===== config.mk =====
export PLATFORM = sky130hd
export DESIGN_NAME = mac_lane_array
export DESIGN_NICKNAME = d
export VERILOG_FILES = /design/src/rtl/cnn_mac_pkg.sv /design/src/rtl/mac_adder_tree.sv /design/src/rtl/mac_lane_array.sv
export SDC_FILE = /design/constraint.sdc
export NUM_CORES = 2
export LEC_CHECK = 0
export CORE_AREA = 2 2 264 266
export DETAILED_ROUTE_END_ITERATION = 10
export DIE_AREA = 0 0 266 268
export PLACE_DENSITY = 0.91
export REMOVE_ABC_BUFFERS = 1
export SLEW_MARGIN = 0
export SYNTH_ARGS = -nofsm -noshare
export SYNTH_HDL_FRONTEND = slang
export SYNTH_SLANG_ARGS = --single-unit

===== constraint.sdc =====
create_clock -name clk -period 7.02 [get_ports clk]
set_input_delay 1.053 -clock clk [delete_from_list [all_inputs] [get_ports clk]]
set_output_delay 1.053 -clock clk [all_outputs]
set_load 0.02 [all_outputs]

===== src/rtl/cnn_mac_pkg.sv =====
// -----------------------------------------------------------------------------
// cnn_mac_pkg
// Shared definitions for the convolution MAC lane array:
//   - default element / accumulator widths
//   - adder-tree output width helper
//   - saturation bounds for the default accumulator width
//   - result FSM state encoding
// -----------------------------------------------------------------------------
package cnn_mac_pkg;

    localparam int DATA_W_DEF = 8;
    localparam int LANES_DEF  = 9;
    localparam int ACC_W_DEF  = 32;

    // Width needed to sum `lanes` signed products of two `data_w` operands
    // without loss.
    function automatic int tree_w(input int data_w, input int lanes);
        return 2 * data_w + $clog2(lanes);
    endfunction

    // Signed clamp bounds for the default accumulator width.
    localparam logic signed [ACC_W_DEF-1:0] SAT_MAX_DEF = {1'b0, {(ACC_W_DEF-1){1'b1}}};
    localparam logic signed [ACC_W_DEF-1:0] SAT_MIN_DEF = {1'b1, {(ACC_W_DEF-1){1'b0}}};

    typedef enum logic {
        ACCUM = 1'b0,   // accumulating, no result pending
        HOLD  = 1'b1    // result presented on out_data, waiting for out_ready
    } mac_state_e;

endpackage : cnn_mac_pkg


===== src/rtl/mac_adder_tree.sv =====
// -----------------------------------------------------------------------------
// mac_adder_tree
// Combinational signed reduction of LANES products into one sum.
//   prod_i : LANES packed signed products, lane i at [i*PROD_W +: PROD_W]
//   sum_o  : signed sum, wide enough that it can never overflow
// -----------------------------------------------------------------------------
module mac_adder_tree #(
    parameter int LANES  = 9,
    parameter int PROD_W = 16,
    parameter int SUM_W  = PROD_W + $clog2(LANES)
) (
    input  logic [LANES*PROD_W-1:0] prod_i,
    output logic signed [SUM_W-1:0] sum_o
);

    always_comb begin
        // NOTE: blocking '=' is right inside always_comb: each iteration must
        // see the running sum from the previous one. Clocked state uses '<='.
        sum_o = '0;
        for (int i = 0; i < LANES; i++) begin
            sum_o = sum_o + SUM_W'($signed(prod_i[i*PROD_W +: PROD_W]));
        end
    end

endmodule : mac_adder_tree


===== src/rtl/mac_lane_array.sv =====
// -----------------------------------------------------------------------------
// mac_lane_array
// LANES-wide signed multiply / adder-tree / accumulate datapath. Each accepted
// beat multiplies LANES activation/weight pairs; beats are summed over a window
// terminated by in_last, the window's bias is added and one result is emitted
// over a valid/ready handshake.
//
// Ports:
//   clk, rst            clock, synchronous active-high reset
//   in_valid/in_ready   input beat handshake
//   in_act, in_wgt      packed signed lanes, lane i at [i*DATA_W +: DATA_W]
//   in_last             final beat of the window
//   bias                window bias, taken from the window's first beat
//   out_valid/out_ready result handshake
//   out_data            signed window result
//   out_ovf             any accumulate in this window overflowed ACC_W
//
// Pipeline: input register (edge t), products (t+1), tree sum (t+2),
// accumulator and result (t+3). The whole pipe freezes while a result is held
// and not accepted.
//
// Build option: define MAC_LANE_SAT_EN to clamp the accumulator on signed
// overflow (and keep the bound for the rest of the window) instead of wrapping.
// -----------------------------------------------------------------------------
module mac_lane_array
    import cnn_mac_pkg::*;
#(
    parameter int DATA_W = DATA_W_DEF,
    parameter int LANES  = LANES_DEF,
    parameter int ACC_W  = ACC_W_DEF
) (
    input  logic                    clk,
    input  logic                    rst,
    input  logic                    in_valid,
    output logic                    in_ready,
    input  logic [LANES*DATA_W-1:0] in_act,
    input  logic [LANES*DATA_W-1:0] in_wgt,
    input  logic                    in_last,
    input  logic [ACC_W-1:0]        bias,
    output logic                    out_valid,
    input  logic                    out_ready,
    output logic [ACC_W-1:0]        out_data,
    output logic                    out_ovf
);

    localparam int PROD_W = 2 * DATA_W;
    localparam int SUM_W  = tree_w(DATA_W, LANES);

`ifdef MAC_LANE_SAT_EN
    localparam logic signed [ACC_W-1:0] SAT_MAX = {1'b0, {(ACC_W-1){1'b1}}};
    localparam logic signed [ACC_W-1:0] SAT_MIN = {1'b1, {(ACC_W-1){1'b0}}};
`endif

    // ---------------------------------------------------------------- control
    mac_state_e state_q, state_d;
    logic       stall;
    logic       accept;
    logic       s3_done;
    logic       first_q;

    // ---------------------------------------------------------------- stage 0
    logic                    s0_valid_q;
    logic [LANES*DATA_W-1:0] s0_act_q, s0_wgt_q;
    logic                    s0_last_q, s0_first_q;
    logic signed [ACC_W-1:0] s0_bias_q;

    // ---------------------------------------------------------------- stage 1
    logic                    s1_valid_q;
    logic [LANES*PROD_W-1:0] prod_d, s1_prod_q;
    logic                    s1_last_q, s1_first_q;
    logic signed [ACC_W-1:0] s1_bias_q;

    // ---------------------------------------------------------------- stage 2
    logic                    s2_valid_q;
    logic signed [SUM_W-1:0] tree_sum, s2_sum_q;
    logic                    s2_last_q, s2_first_q;
    logic signed [ACC_W-1:0] s2_bias_q;

    // ---------------------------------------------------------------- stage 3
    logic signed [ACC_W-1:0] sum_ext, acc_base, acc_raw, acc_d, acc_q;
    logic                    add_ovf, win_ovf_d, win_ovf_q;
    logic signed [ACC_W-1:0] out_data_q;
    logic                    out_ovf_q;

    assign stall    = (state_q == HOLD) & ~out_ready;
    assign in_ready = ~stall;
    assign accept   = in_valid & ~stall;
    assign s3_done  = s2_valid_q & s2_last_q & ~stall;

    // Per-lane signed multiply; both operands signed so the product is
    // sign-extended to the full PROD_W result.
    for (genvar i = 0; i < LANES; i++) begin : g_mul
        logic signed [DATA_W-1:0] act, wgt;
        assign act = s0_act_q[i*DATA_W +: DATA_W];
        assign wgt = s0_wgt_q[i*DATA_W +: DATA_W];
        assign prod_d[i*PROD_W +: PROD_W] = act * wgt;
    end

    mac_adder_tree #(
        .LANES  (LANES),
        .PROD_W (PROD_W),
        .SUM_W  (SUM_W)
    ) u_tree (
        .prod_i (s1_prod_q),
        .sum_o  (tree_sum)
    );

    // Accumulate step. A first beat restarts from the bias, so a partial sum
    // or overflow from the previous window never leaks into this one.
    always_comb begin
        sum_ext   = ACC_W'(s2_sum_q);
        acc_base  = s2_first_q ? s2_bias_q : acc_q;
        acc_raw   = acc_base + sum_ext;
        // Signed overflow: operands agree in sign, result does not.
        add_ovf   = (acc_base[ACC_W-1] == sum_ext[ACC_W-1]) &&
                    (acc_raw[ACC_W-1] != acc_base[ACC_W-1]);
        win_ovf_d = (s2_first_q ? 1'b0 : win_ovf_q) | add_ovf;
        acc_d     = acc_raw;
`ifdef MAC_LANE_SAT_EN
        // Once clamped, the bound is kept until the window ends.
        if (!s2_first_q && win_ovf_q) begin
            acc_d = acc_q;
        end else if (add_ovf) begin
            acc_d = acc_base[ACC_W-1] ? SAT_MIN : SAT_MAX;
        end
`endif
    end

    // Valids, first-beat flag, accumulator and result registers.
    always_ff @(posedge clk) begin
        if (rst) begin
            s0_valid_q <= 1'b0;
            s1_valid_q <= 1'b0;
            s2_valid_q <= 1'b0;
            first_q    <= 1'b1;
            acc_q      <= '0;
            win_ovf_q  <= 1'b0;
            out_data_q <= '0;
            out_ovf_q  <= 1'b0;
        end else if (!stall) begin
            s0_valid_q <= accept;
            s1_valid_q <= s0_valid_q;
            s2_valid_q <= s1_valid_q;
            if (accept) begin
                first_q <= in_last;
            end
            if (s2_valid_q) begin
                acc_q     <= acc_d;
                win_ovf_q <= win_ovf_d;
                if (s2_last_q) begin
                    out_data_q <= acc_d;
                    out_ovf_q  <= win_ovf_d;
                end
            end
        end
    end

    // NOTE: payload registers carry no reset; they are only ever consumed
    // when the matching valid bit (which is reset) says they hold a beat.
    always_ff @(posedge clk) begin
        if (!stall) begin
            if (accept) begin
                s0_act_q   <= in_act;
                s0_wgt_q   <= in_wgt;
                s0_last_q  <= in_last;
                s0_first_q <= first_q;
                if (first_q) begin
                    s0_bias_q <= bias;
                end
            end
            if (s0_valid_q) begin
                s1_prod_q  <= prod_d;
                s1_last_q  <= s0_last_q;
                s1_first_q <= s0_first_q;
                s1_bias_q  <= s0_bias_q;
            end
            if (s1_valid_q) begin
                s2_sum_q   <= tree_sum;
                s2_last_q  <= s1_last_q;
                s2_first_q <= s1_first_q;
                s2_bias_q  <= s1_bias_q;
            end
        end
    end

    // Result FSM: state register.
    always_ff @(posedge clk) begin
        if (rst) begin
            state_q <= ACCUM;
        end else begin
            state_q <= state_d;
        end
    end

    // Result FSM: next state. A new result arriving while the old one is
    // being accepted keeps HOLD so out_valid has no bubble.
    always_comb begin
        // NOTE: assign the default before the case so every path drives
        // state_d; a missing assignment would infer a latch.
        state_d = state_q;
        case (state_q)
            ACCUM: if (s3_done) state_d = HOLD;
            HOLD:  if (out_ready) state_d = s3_done ? HOLD : ACCUM;
            default: state_d = ACCUM;
        endcase
    end

    assign out_valid = (state_q == HOLD);
    assign out_data  = out_data_q;
    assign out_ovf   = out_ovf_q;

endmodule : mac_lane_array


==> metrics <==
global-route wire length before repair 154 mm; RSZ-0062 raised after global routing no; GPL Wtd Cong 0.914; port bufs between 200 and 250; Ys Warns 0; relative slew slack 0.186; Starting Density 0.625; adder-cell share of the synthesized area 0.377; min Tclk post-route roughly 5.9 ns; total grt overflow 0; Finish-stage setup viols 0; Slew @ Worst Pin 1.22 ns; drt wl/cell 18.4 µm; Final Skew 0.0216 ns; CTS clk-pin slew, worst paths roughly 0.06 ns; critical path class register to register; Layout fillers ~4500; Die X about 270 µm; predominant post-synthesis flop cell edfxtp_1; dpl hpwl about 72 mm; Compound-Gate Fraction of Synth Area 0.0550; IO Pins 216; cell area after synthesis ~43000 µm²; DRT antenna net count 0; Critical Path End Type register; commonest non-fill, non-tap cells in the layout 855 x inv_1, 596 x fa_1, 410 x edfxtp_1; initial DRC count around 2200; via count about 28000; DIE AREA just over 70000 µm²; core area about 70000 µm²; CP Max Fanout 3; CTS H-tree depth 2; status finished clean; final hold vios 0; Mapped Cells 3884; main combinational cell family by area after synthesis adder cells; startpoint types register; DRT Pass-1 Iters 6; HP Class register to register; share of cells above drive strength 1 0.0377; # resized after CTS 0; initial antenna violation count 0; simple logic cell fraction of the synthesized area 0.122; Slowest-stage cell, CP fa_1; Avg Vias per Cell between 5 and 6; MaxCap Viol Count 0; XOR/XNOR Fraction of Synth Area 0.0354; CTS max path bufs 3; Sink Count a little under 500; Final Cycle Share 0.838; largest net degree at the start of global routing 174; Netlist cell types 77; Async SR Flop Fraction 0; vias in the first global route around 30000; number of diodes 0; Clock Latency Late Sink a little over 0.6 ns; Setup TNS Final 0 ns; CP Cell Sequence inv_1, fa_1, inv_1, ha_1, fa_1, a21o_1, a21oi_1, o21bai_1, a21oi_1, o21bai_1, a211o_1, o211ai_1, nor2b_1, xor2_1, fa_1, inv_1, ha_1, a21o_1, or3_1, or3_1, and3_1, a221oi_2, xnor2_1; Req. time, crit path approximately 7.4 ns; setup bufs post-CTS 0; Routed WL ~93 mm; Mean Syn Cell Area between 10 and 15 µm²; area delta synth->final 11.8%; DRC Markers 0; leading area contributor after synthesis edfxtp_1; maximum clock rate between 0.15 and 0.2 GHz; Row Count 96; mux cell area share after synthesis 0.00960; CP max stage delay roughly 0.54 ns; Total GRT Usage 0.273; number of synthesized register bits slightly below 500; TritonCTS Buffers between 50 and 60; commonest non-fill, non-tap cell in the layout inv_1; die height 268 µm; sequential area share after synthesis 0.322; NumNets Final 5233; Post-synth EDFFs slightly above 400; WP data arrival around 6.2 ns; Root Driver clkbuf_16; top cells by area, synth edfxtp_1 29%, fa_1 28%, ha_1 9.7%, inv_1 7.5%, and2_1 5.1%; Hold Buf Count CTS 0; top-area cell type share of the netlist area 0.289; CTS tree done; Slew Viols, Final 0
cell families (layout without fill, tap and decap cells):
family | count (synthesis) | in the layout
muxes | 37 | 37
AOI/OAI and AO/OA | 353 | 353
buffers and inverters | 892 | 1176
DFF | 481 | 481
adders and majority gates | 925 | 925
xor gates and xnor gates | 172 | 172
and+or+nand+nor | 1024 | 1024
per-layer routing:
| metal | vias to the layer above | wire length (µm) | track usage |
|---|---|---|---|
| met1 | 14202 | 35200 | 0.342 |
| met4 | 0 | 4390 | 0.118 |
| met2 | 1136 | 47300 | 0.479 |
| met5 | - | 0 | 0 |
| met3 | 274 | 6230 | 0.0378 |
| li1 | 12763 | - | - |
worst paths after layout:
check / from / end / slack [ns] / depth (start not counted)
setup / recovery: s1_prod_q[1] / s2_sum_q[18] / 1.14 / 23
hold / removal: s1_bias_q[15] / s2_bias_q[15] / 0.42 / 0
setup reg to reg: s1_prod_q[1] / s2_sum_q[18] / 1.14 / 23
hold reg to reg: s1_bias_q[15] / s2_bias_q[15] / 0.42 / 0
state kept, by name, summed over array words and instances (netlist names), 20 cells and up:
register	flops
s1_prod_q	144
s0_act_q	72
s0_wgt_q	72
acc_q	32
out_data	32
s0_bias_q	32
s1_bias_q	32
s2_bias_q	32
s2_sum_q	20
Yosys cell counts, types with 7 or more instances:
library cell,count
nand3_1,33
dfxtp_1,71
nand2_1,319
edfxtp_1,410
a211oi_1,15
xor2_1,27
mux2_2,31
a21boi_1,8
or4_1,12
inv_1,856
and2_1,346
o41ai_1,9
o21bai_1,12
o31a_1,10
clkbuf_1,22
buf_1,8
a21oi_1,118
o21ai_1,7
nand3b_1,7
and3_1,10
o21a_1,11
nand2b_1,58
ha_1,329
o211ai_1,10
nor2b_1,20
fa_1,596
xnor2_1,145
o21ai_0,58
a21o_1,26
nor2_1,151
a21boi_0,30
nor3_1,35
worst max-delay path, delay by kind of cell, from the launching register on:
family	cells	cell delay (ns)
AO/OA/AOI/OAI	9	1.77
XOR/XNOR	2	0.18
adder cells (fa/ha/maj)	5	2.08
buffers and inverters	3	0.16
flip-flops	1	0.34
AND/OR/NAND/NOR	4	1.09
stage by stage:
| stage | setup slack (ns) | cells | instance area, µm² | hold slack [ns] | util |
|---|---|---|---|---|---|
| detailed placement | 1.26 | 4954 | 45800 | 0.405 | 0.671 |
| finish | 1.14 | 5050 | 47600 | 0.417 | 0.698 |
| floorplan | 0.869 | 3848 | 42500 | 0.400 | - |
| global placement | 1.43 | 4954 | 45800 | 0.402 | 0.671 |
| CTS | 1.19 | 5050 | 47600 | 0.418 | 0.698 |
| global route | 0.866 | 5050 | 47600 | 0.422 | 0.698 |
area by class of cell:
cell class	count	area, µm²	area share
flip-flops and latches	481	13700	0.288
clock buffers	60	1420	0.0297
multi-input cells	2511	25500	0.536
clock inverters	36	408	0.00856
inverters	856	3220	0.0676
repair buffers	224	2230	0.0468
well taps	882	1100	0.0232
Power is left out: the tool's default activity adds up to more than one toggle a clock period on the data nets, which glitch-free logic cannot reach.
